===== src/rtl/sync_updown_counter.sv =====
// sync_updown_counter
//   Synchronous modulo-MODULUS up/down binary counter with parallel load,
//   cascade enable and a registered wrap pulse. Stages chain co -> cin.
// Ports
//   clk   : rising-edge clock
//   mr    : master reset, asynchronous, active-low
//   load  : synchronous parallel load (highest priority), clamps to MODULUS-1
//   en    : local count enable
//   cin   : cascade enable, tie high when not cascaded
//   up    : direction, 1 = up, 0 = down
//   d     : parallel load value
//   q     : current count (registered)
//   co    : terminal-count carry/borrow (combinational)
//   wrap  : one-cycle pulse after each wrap-around (registered)
module sync_updown_counter #(
  parameter int unsigned WIDTH   = 4,
  parameter int unsigned MODULUS = 16
) (
  input  logic             clk,
  input  logic             mr,
  input  logic             load,
  input  logic             en,
  input  logic             cin,
  input  logic             up,
  input  logic [WIDTH-1:0] d,
  output logic [WIDTH-1:0] q,
  output logic             co,
  output logic             wrap
);

  localparam logic [WIDTH-1:0] MAX_Q = WIDTH'(MODULUS - 32'd1);

  // Reject illegal parameter combinations at elaboration.
  generate
    if (WIDTH < 32'd1 || WIDTH > 32'd16 || MODULUS < 32'd2 ||
        MODULUS > (32'd1 << WIDTH)) begin : g_bad_param
      $error("sync_updown_counter: illegal WIDTH/MODULUS");
    end
  endgenerate

  logic [WIDTH-1:0] r_q;
  logic             r_wrap;
  logic [WIDTH-1:0] w_q_nxt;
  logic             w_wrap_nxt;
  logic             w_at_max;
  logic             w_at_zero;
  logic             w_count;
  logic             w_d_ok;

  assign w_at_max  = (r_q == MAX_Q);
  assign w_at_zero = (r_q == '0);
  assign w_count   = en & cin;
  // Widen d so the compare also works when MODULUS == 2**WIDTH.
  assign w_d_ok    = (32'(d) < MODULUS);

  // Next-state selection: load > count > hold.
  always_comb begin
    w_q_nxt    = r_q;
    w_wrap_nxt = 1'b0;
    if (load) begin
      w_q_nxt = w_d_ok ? d : MAX_Q;
    end else if (w_count) begin
      if (up) begin
        w_q_nxt    = w_at_max ? '0 : r_q + WIDTH'(1);
        w_wrap_nxt = w_at_max;
      end else begin
        w_q_nxt    = w_at_zero ? MAX_Q : r_q - WIDTH'(1);
        w_wrap_nxt = w_at_zero;
      end
    end
  end

  // Count and wrap registers.
  always_ff @(posedge clk or negedge mr) begin
    if (!mr) begin
      r_q    <= '0;
      r_wrap <= 1'b0;
    end else begin
      r_q    <= w_q_nxt;
      r_wrap <= w_wrap_nxt;
    end
  end

  // Terminal count is independent of en and load, matching 161 RCO.
  assign co   = cin & (up ? w_at_max : w_at_zero);
  assign q    = r_q;
  assign wrap = r_wrap;

endmodule


===== config.mk =====
export PLATFORM = sky130hd
export DESIGN_NAME = sync_updown_counter
export DESIGN_NICKNAME = d
export VERILOG_FILES = /design/src/rtl/sync_updown_counter.sv
export SDC_FILE = /design/constraint.sdc
export NUM_CORES = 1
export LEC_CHECK = 0
export CORE_AREA = 5 5 42 44
export CTS_BUF_LIST = sky130_fd_sc_hd__clkbuf_4
export DETAILED_ROUTE_END_ITERATION = 6
export DIE_AREA = 0 0 47 49
export SKIP_CTS_REPAIR_TIMING = 1
export SYNTH_ARGS = -nofsm -noshare
export SYNTH_HDL_FRONTEND = slang
export SYNTH_SLANG_ARGS = --single-unit

===== constraint.sdc =====
create_clock -name clk -period 1.71 [get_ports clk]
set_input_delay 0.342 -clock clk [delete_from_list [all_inputs] [get_ports clk]]
set_output_delay 0.342 -clock clk [all_outputs]
set_load 0.05 [all_outputs]

== Word level (Yosys, flattened, before mapping) ==
Index checks and enable logic that the tools add are counted.

* Bits in registers: 5
* Bits in latches: 0
* Bits in writable memories: 0
* Bits in read-only memories: 0
* Bits of input ports: 10
* Output and inout bits: 6
* Logic and storage cells: 17
* Memories: 0

* Add/sub/neg operators: 2
* Multiply operators: 0
* Div/mod/pow operators: 0
* $lt $le $gt $ge: 0
* Equality and inequality tests: 1
* Shifts and indexed selects: 0
* Muxes and demuxes: 8
* Bitwise logic cells: 2
* Reductions and logical operators: 2

{| class="wikitable"
|+ Operators with widths
! cell !! count
|-
| $mux 4 || 5
|-
| $add 4x1->4 const B || 1
|-
| $eq 4x4->1 const B || 1
|-
| $logic_not 4->1 || 1
|-
| $sub 4x1->4 const B || 1
|-
| $mux 1 || 3
|-
| $and 1x1->1 || 2
|-
| $reduce_bool 2->1 || 1
|}

== Logic depth before layout (Yosys ltp) ==
Gate-level depths: netlist of the first run.

* Depth after elaboration: 5
* Depth in mapped cells: 6
* Gate-level depth less buffers: 6

== Worst setup path before layout of the first run ==
No wires, ideal clock.

* Path kind: register -> output
* Start point: register r_q[0] (netlist: q[0])
* End point: output port co
* Data arrival time: 1958 ps
* Required time: 1368 ps
* Setup slack: -590 ps
* Stages on the path, launching flop included: 6
* Path buffers: 0
* Cell sequence: dfrtp_1 > inv_1 > ha_1 > or3b_2 > o21ai_0 > and2_1

* Cells in the longest elaborated chain, start to end: 3
* Elaborated cells between the ends (all ways): 4
* Classes of those cells: 1 x eq/ne; 1 x mux; 1 x bitwise; 1 x reduce/logical

{| class="wikitable"
|+ RTL lines
! what !! RTL line !! text
|-
| from (decl) || 41 || <nowiki>logic [WIDTH-1:0] r_q;</nowiki>
|-
| from (signal assigned) || 79 || <nowiki>r_q <= w_q_nxt;</nowiki>
|-
| $eq 4x4->1 / $logic_not 4->1 (equally long branches) || 50, 51 ||
|-
| $mux 1 (*) || 85 || <nowiki>assign co = cin & (up ? w_at_max : w_at_zero);</nowiki>
|-
| $and 1x1->1 (*) || 85 ||
|-
| to (decl) || 27 || <nowiki>output logic co,</nowiki>
|}

Mark *: on every way between the ends. The rest lies on a longest branch, timed or not.

== Worst setup path in the final report of the first run ==
* Start point: register r_q[1] (netlist: q[1])
* End point: output port co

The elaborated chain is that of the path after synthesis.

==> metrics.md, run 1 <==
| Metric | Value |
|---|---|
| Status | finished with violations |
| Failing checks | negative setup slack |
| H-tree levels | 1 |
| Net Switching | 230.5 uW |
| Fin crit share | 116.4% |
| # rows | 14 |
| Final GP Congestion | 0.7589 |
| Initial antenna violation count | 0 |
| Clock latency on the worst-skew pair | 0.24 ns |
| Logic pwr share | between 40% and 50% |
| Pin count of the biggest net entering global routing | 9 |
| Switching share of power | 37.97% |
| Dominant cells by area after synthesis | dfrtp_1 (34%), ha_1 (6.9%), o21ai_0 (6.9%) |
| Avg Inst Size Synth | 8.091 um2 |
| F_max | ~0.50 GHz |
| CTS tree | done |
| Core area | roughly 0.0014 mm2 |
| P&R area growth vs syn | 74.91% |
| Initial core utilization | 25.98% |
| Fin. max-slew vios | 0 |
| Synthesized flop and latch total | 5 |
| Total track usage | a little over a tenth |
| Crit path cell chain | inv_2, ha_4, or3b_4, o21ai_2, and2_4, buf_12 |
| # DRC | 0 |
| Normalized max-slew margin | 84.88% |
| Detail Placement HPWL | 836.2 um |
| First-pass GRT wire length | 1773 um |
| Internal power | 376.5 uW |
| Yosys warns | 0 |
| Top cell type's share of synthesized area | 34.36% |
| Routed via count | roughly 420 |
| Syn Inst Count | 45 |
| Routed vias/inst | 4.837 |
| Worst Tran Pin Value | 0.2260 ns |
| Peak supply drop | 0.0004809 V |
| Max-Cap Viols | 0 |
| Final setup violation count | 1 |
| Commonest cells after routing, fill and taps aside | buf_4 (12), clkdlybuf4s50_1 (9), nand2_1 (5) |
| Die height | 49 um |
| Fin. Hold Viols | 0 |
| Reg power frac | 25.0% |
| Width of the die | 47 um |
| Commonest non-fill, non-tap cell in the layout | buf_4 |
| Hold crit path type | in -> async |
| Fillcell total | 151 |
| Die ar. | 0.002303 mm2 |
| Num CTS Buffers | 3 |
| Post-synthesis sequential area ratio | 34.36% |
| DP Area | 595.6 um2 |
| Area leader, netlist | dfrtp_1 |
| GRT overflow | 0 |
| Routed WL | 1047 um |
| Clock-pin slew on the worst setup and hold paths | 0.04 ns |
| Clk root buf | clkbuf_4 |
| Post-route worst setup slack | -0.2804 ns |
| Clk network pwr share | 25.1% |
| DR pass1 iterations | 4 |
| Setup crit end kind | output pin |
| Vias in the first global route | 430 |
| Critical Path AT | 1.65 ns |
| Setup crit start kind | flip-flop |
| Fin nets | 83 |
| Crit path required time | 1.37 ns |
| Pwr Density | 953.0 mW/mm2 |
| Yosys cell types | 24 |
| Buffers on Ports | 15 |
| Clock Skew | around 0.0055 ns |
| Clk buf depth | 2 |
| Antenna-violating nets left | 0 |
| Final core utilization | 45.45% |
| CP max stage delay | 0.40 ns |
| Layout cell share with drive strength beyond 1 | 41.43% |
| Syn_nets | 57 |
| Worst-path fanout max | 3 |
| P_leak | 0.2807 nW |
| Slowest-stage cell, CP | dfrtp_2 |
| Critical path class | reg -> out |
| First DRT Iteration DRCs | 6 |
| Wire per inst | between 10 and 15 um |
| Netlist Area Pre-Place | 364.1 um2 |
| CTS sink cnt | 5 |
| Tmin final | 1.990 ns |
| RSZ-0062 raised after global routing | yes |
| N_diodes | 0 |
| Io pins | 16 |
| Design area | approximately 640 um2 |
==> kinds of logic (layout without fill, tap and decap cells) <==
| group | Yosys count | after routing | synth area share (%) |
|---|---|---|---|
| AOI/OAI and AO/OA | 15 | 15 | 25.77 |
| xor gates and xnor gates | 2 | 2 | 4.812 |
| adders and majority gates | 2 | 2 | 6.872 |
| buffers and inverters | 5 | 30 | 5.152 |
| DFF | 5 | 5 | 34.36 |
| muxes | 1 | 1 | 2.749 |
| and+or+nand+nor | 15 | 15 | 20.28 |
==> stage by stage <==
stage | power, mW | TNS (ns) | cells | worst slack (ns) | hold slack, ns
3_3_place_gp | 0.4479 | -0.2072 | 81 | -0.2072 | 0.5791
3_5_place_dp | 0.4488 | -0.2285 | 81 | -0.2285 | 0.5796
5_1_grt | 0.6475 | -0.3366 | 86 | -0.3366 | 0.3353
6_report | 0.6069 | -0.2804 | 86 | -0.2804 | 0.3170
2_1_floorplan | 0.3314 | -0.1365 | 45 | -0.1237 | 0.04641
4_1_cts | 0.6076 | -0.3325 | 85 | -0.3325 | 0.3157
==> critical path, delay by kind of cell, from the launching register on <==
family                     cells  cell delay, ns
AOI/OAI and AO/OA              1            0.12
DFF                            1            0.40
adders and majority gates      1            0.14
and+or+nand+nor                2            0.54
buffers and inverters          2            0.21
==> layer usage <==
| metal | share of wire (%) | GRT usage (%) | up-vias |
|---|---|---|---|
| li1 | - | - | 215 |
| met4 | 1.8 | 11.06 | 0 |
| met1 | 48 | 15.63 | 183 |
| met2 | 44 | 13.12 | 16 |
| met5 | 0 | 0 | - |
| met3 | 6.6 | 0.7380 | 2 |
==> layout make-up <==
cell class | count | area, um2 | area share, %
inverter | 4 | 15.01 | 2.358
timing repair buffer | 22 | 200.2 | 31.43
multi-input combinational | 35 | 241.5 | 37.92
sequential | 5 | 130.1 | 20.43
clock buffer | 4 | 30.03 | 4.715
tap | 16 | 20.02 | 3.143
==> power groups by stage <==
stage               combinational (mW)  clock (mW)  sequential [mW]
floorplan                        0.107           0            0.225
global placement                 0.294           0            0.154
detailed placement               0.295           0            0.154
CTS                              0.297       0.159            0.152
global route                     0.329       0.164            0.155
finish                           0.303       0.153            0.152
==> sequential cells by signal, indices dropped and copies added, names as in the netlist <==
register,count
q,4
wrap,1
==> path summary, 6_finish.rpt <==
kind | from | to | slack (ns) | cells past startpoint
min | mr | q[3]$_DFFE_PN0P_ | 0.32 | 1
min reg2reg | q[2]$_DFFE_PN0P_ | q[2]$_DFFE_PN0P_ | 0.66 | 2
max in group asynchronous | mr | q[2]$_DFFE_PN0P_ | 1.18 | 1
min in group clk | q[2]$_DFFE_PN0P_ | q[2]$_DFFE_PN0P_ | 0.66 | 2
max reg2reg | q[0]$_DFFE_PN0P_ | q[3]$_DFFE_PN0P_ | 0.08 | 6
max | q[1]$_DFFE_PN0P_ | co | -0.28 | 6
==> cells in the mapped netlist <==
library cell	instances
a211oi_1	1
a21oi_1	3
a311o_1	1
a31oi_1	2
and2_1	1
and3_1	1
clkbuf_1	1
dfrtp_1	5
ha_1	2
inv_1	3
inv_2	1
mux2i_1	1
nand2_1	5
nand4_1	1
nor2_1	4
nor3_1	1
o21ai_0	5
o21bai_1	1
o22ai_1	1
o31a_2	1
or3b_2	1
or4_1	1
xnor2_1	1
xor2_1	1
Note: power is estimated with default switching activity, not from simulation.
==> run 2: changes to the inputs <==
--- a/config.mk
+++ b/config.mk
@@ -9,6 +9,7 @@
 export CTS_BUF_LIST = sky130_fd_sc_hd__clkbuf_4
 export DETAILED_ROUTE_END_ITERATION = 6
 export DIE_AREA = 0 0 47 49
+export PLACE_DENSITY_LB_ADDON = 0.2
 export SKIP_CTS_REPAIR_TIMING = 1
 export SYNTH_ARGS = -nofsm -noshare
 export SYNTH_HDL_FRONTEND = slang
==> run 2 against run 1 <==
The run still ends with negative setup slack left. Critical endpoint unchanged. Setup slack got worse by 0.0074 ns. Global-route usage decreased by 1.8 points. Die area unchanged. Wire length decreased by 6.2%. Power decreased by 2.5%.
==> metrics.md, run 2 (synthesis gave the netlist of run 1 again) <==
| Metric | Value |
|---|---|
| Status | finished with violations (unchanged) |
| Failing checks | negative setup slack (unchanged) |
| P&R area growth vs syn | 72.85% (was 74.91%) |
| GRT overflow | 0 (unchanged) |
| Routed vias/inst | 4.718 (was 4.837) |
| Clock latency on the worst-skew pair | 0.23 ns (was 0.24 ns) |
| Commonest cells after routing, fill and taps aside | buf_4 (11), clkdlybuf4s50_1 (9), nand2_1 (5) (was buf_4 (12), clkdlybuf4s50_1 (9), nand2_1 (5)) |
| # DRC | 0 (unchanged) |
| P_leak | 0.2759 nW (was 0.2807 nW) |
| Fillcell total | 154 (was 151) |
| H-tree levels | 1 (unchanged) |
| Commonest non-fill, non-tap cell in the layout | buf_4 (unchanged) |
| Clk network pwr share | 24.6% (was 25.1%) |
| F_max | 0.5006 GHz (was 0.5024 GHz) |
| Clk buf depth | 2 (unchanged) |
| CTS tree | done (unchanged) |
| Met1 WL | 436 um (was 502 um) |
| Critical path class | reg -> out (unchanged) |
| Routed length on met3 | 36 um (was 69 um) |
| RSZ-0062 raised after global routing | yes (unchanged) |
| CP bufs+invs | 2 (unchanged) |
| Switching share of power | 37.31% (was 37.97%) |
| Width of the die | 47 um (unchanged) |
| Total track usage | 9.065% (was 10.90%) |
| Top Layer Used | met3 (was met4) |
| Critical Path AT | 1.66 ns (was 1.65 ns) |
| Die ar. | 0.002303 mm2 (unchanged) |
| Setup crit end kind | output pin (unchanged) |
| Layout cell share with drive strength beyond 1 | 40.58% (was 41.43%) |
| Metal2 WL | 510 um (was 456 um) |
| Pre-CTS WS | -0.2535 ns (was -0.2285 ns) |
| Num CTS Buffers | 3 (unchanged) |
| Vias in the first global route | 400 (was 430) |
| Normalized max-slew margin | 84.05% (was 84.88%) |
| Setup crit start kind | flip-flop (unchanged) |
| Hold crit path type | in -> async (unchanged) |
| Detail Placement HPWL | 819.2 um (was 836.2 um) |
| Routed WL | 982 um (was 1047 um) |
| Worst Tran Pin Value | 0.2378 ns (was 0.2260 ns) |
| Antenna-violating nets left | 0 (unchanged) |
| Routed via count | 401 (was 416) |
| Pwr Density | 940.5 mW/mm2 (was 953.0 mW/mm2) |
| CP max stage delay | 0.40 ns (about the same) |
| Buffers on Ports | 15 (unchanged) |
| # rows | 14 (unchanged) |
| Worst-path fanout max | 3 (unchanged) |
| Tmin final | 1.998 ns (was 1.990 ns) |
| Initial core utilization | 25.98% (unchanged) |
| Initial antenna violation count | 0 (unchanged) |
| DR pass1 iterations | 4 (unchanged) |
| N_diodes | 0 (unchanged) |
| Final GP Congestion | 0.7394 (was 0.7589) |
| Max reg flops | 4 (unchanged) |
| Fin crit share | 116.8% (was 116.4%) |
| Slowest-stage cell, CP | dfrtp_2 (unchanged) |
| Pin count of the biggest net entering global routing | 9 (unchanged) |
| Clock Skew | 0.0004973 ns (was 0.005525 ns) |
| Crit path required time | 1.37 ns (about the same) |
| Max-Cap Viols | 0 (unchanged) |
| Final setup violation count | 1 (unchanged) |
| Die height | 49 um (unchanged) |
| Internal power | 371.1 uW (was 376.5 uW) |
| Peak supply drop | 0.0004388 V (was 0.0004809 V) |
| Io pins | 16 (unchanged) |
| Post-route worst setup slack | -0.2878 ns (was -0.2804 ns) |
| Wire per inst | 11.55 um (was 12.17 um) |
| Fin. Hold Viols | 0 (unchanged) |
| Fin. max-slew vios | 0 (unchanged) |
| Net Switching | 220.8 uW (was 230.5 uW) |
| CTS sink cnt | 5 (unchanged) |
| Crit path cell chain | inv_2, ha_4, or3b_4, o21ai_2, and2_4, buf_12 (unchanged) |
| Clock-pin slew on the worst setup and hold paths | 0.04 ns (about the same) |
| Logic pwr share | 49.9% (about the same) |
| Final core utilization | 44.91% (was 45.45%) |
| Reg power frac | 25.6% (was 25.0%) |
| Core area | 0.001401 mm2 (unchanged) |
| CP top delay family | simple AND/OR/NAND/NOR gates (unchanged) |
| First-pass GRT wire length | 1573 um (was 1773 um) |
| Clk root buf | clkbuf_4 (unchanged) |
| Fin nets | 82 (was 83) |
| First DRT Iteration DRCs | 5 (was 6) |
run 2: cell types whose count changed in the layout (fill, tap and decap cells not counted), sizes merged:
cell and delta:
buf -1
run 2: power groups by stage:
| stage | sequential, mW | combinational [mW] | clock (mW) |
|---|---|---|---|
| after global routing | 0.154 | 0.321 | 0.159 |
| final | 0.151 | 0.295 | 0.145 |
| after global placement | 0.153 | 0.296 | 0 |
| after CTS | 0.152 | 0.295 | 0.150 |
| after floorplan | 0.225 | 0.107 | 0 |
| after detailed placement | 0.153 | 0.294 | 0 |
run 2: per-layer routing:
| metal | GRT usage (%) | up-vias |
|---|---|---|
| met5 | 0 | - |
| met1 | 12.30 | 181 |
| li1 | - | 210 |
| met3 | 0 | 0 |
| met4 | 5.530 | 0 |
| met2 | 13.80 | 10 |
run 2: final timing paths:
check / start / to / slack [ns] / cells past startpoint
hold / removal: mr / q[3]$_DFFE_PN0P_ / 0.32 / 1
setup reg to reg: q[2]$_DFFE_PN0P_ / q[3]$_DFFE_PN0P_ / 0.17 / 4
min in group clk: d[2] / q[2]$_DFFE_PN0P_ / 0.66 / 3
max in group asynchronous: mr / q[2]$_DFFE_PN0P_ / 1.19 / 1
setup / recovery: q[1]$_DFFE_PN0P_ / co / -0.29 / 6
hold reg to reg: q[1]$_DFFE_PN0P_ / q[1]$_DFFE_PN0P_ / 0.69 / 3
run 2: cell type report:
class,count,area [um2],area share (%)
timing repair buffer,21,192.7,30.62
clock buffer,4,30.03,4.771
sequential,5,130.1,20.68
inverter,4,15.01,2.386
tap,16,20.02,3.181
multi-input combinational,35,241.5,38.37
run 2: stage by stage:
stage | power, mW | area [um2] | instances | setup TNS, ns | hold slack, ns
2_1_floorplan | 0.3314 | 386.6 | 45 | -0.1365 | 0.04641
3_3_place_gp | 0.4494 | 595.6 | 81 | -0.2354 | 0.5756
3_5_place_dp | 0.4475 | 595.6 | 81 | -0.2543 | 0.5707
4_1_cts | 0.5972 | 625.6 | 85 | -0.3464 | 0.3220
5_1_grt | 0.6341 | 629.4 | 85 | -0.3783 | 0.3391
6_report | 0.5919 | 629.4 | 85 | -0.2878 | 0.3213
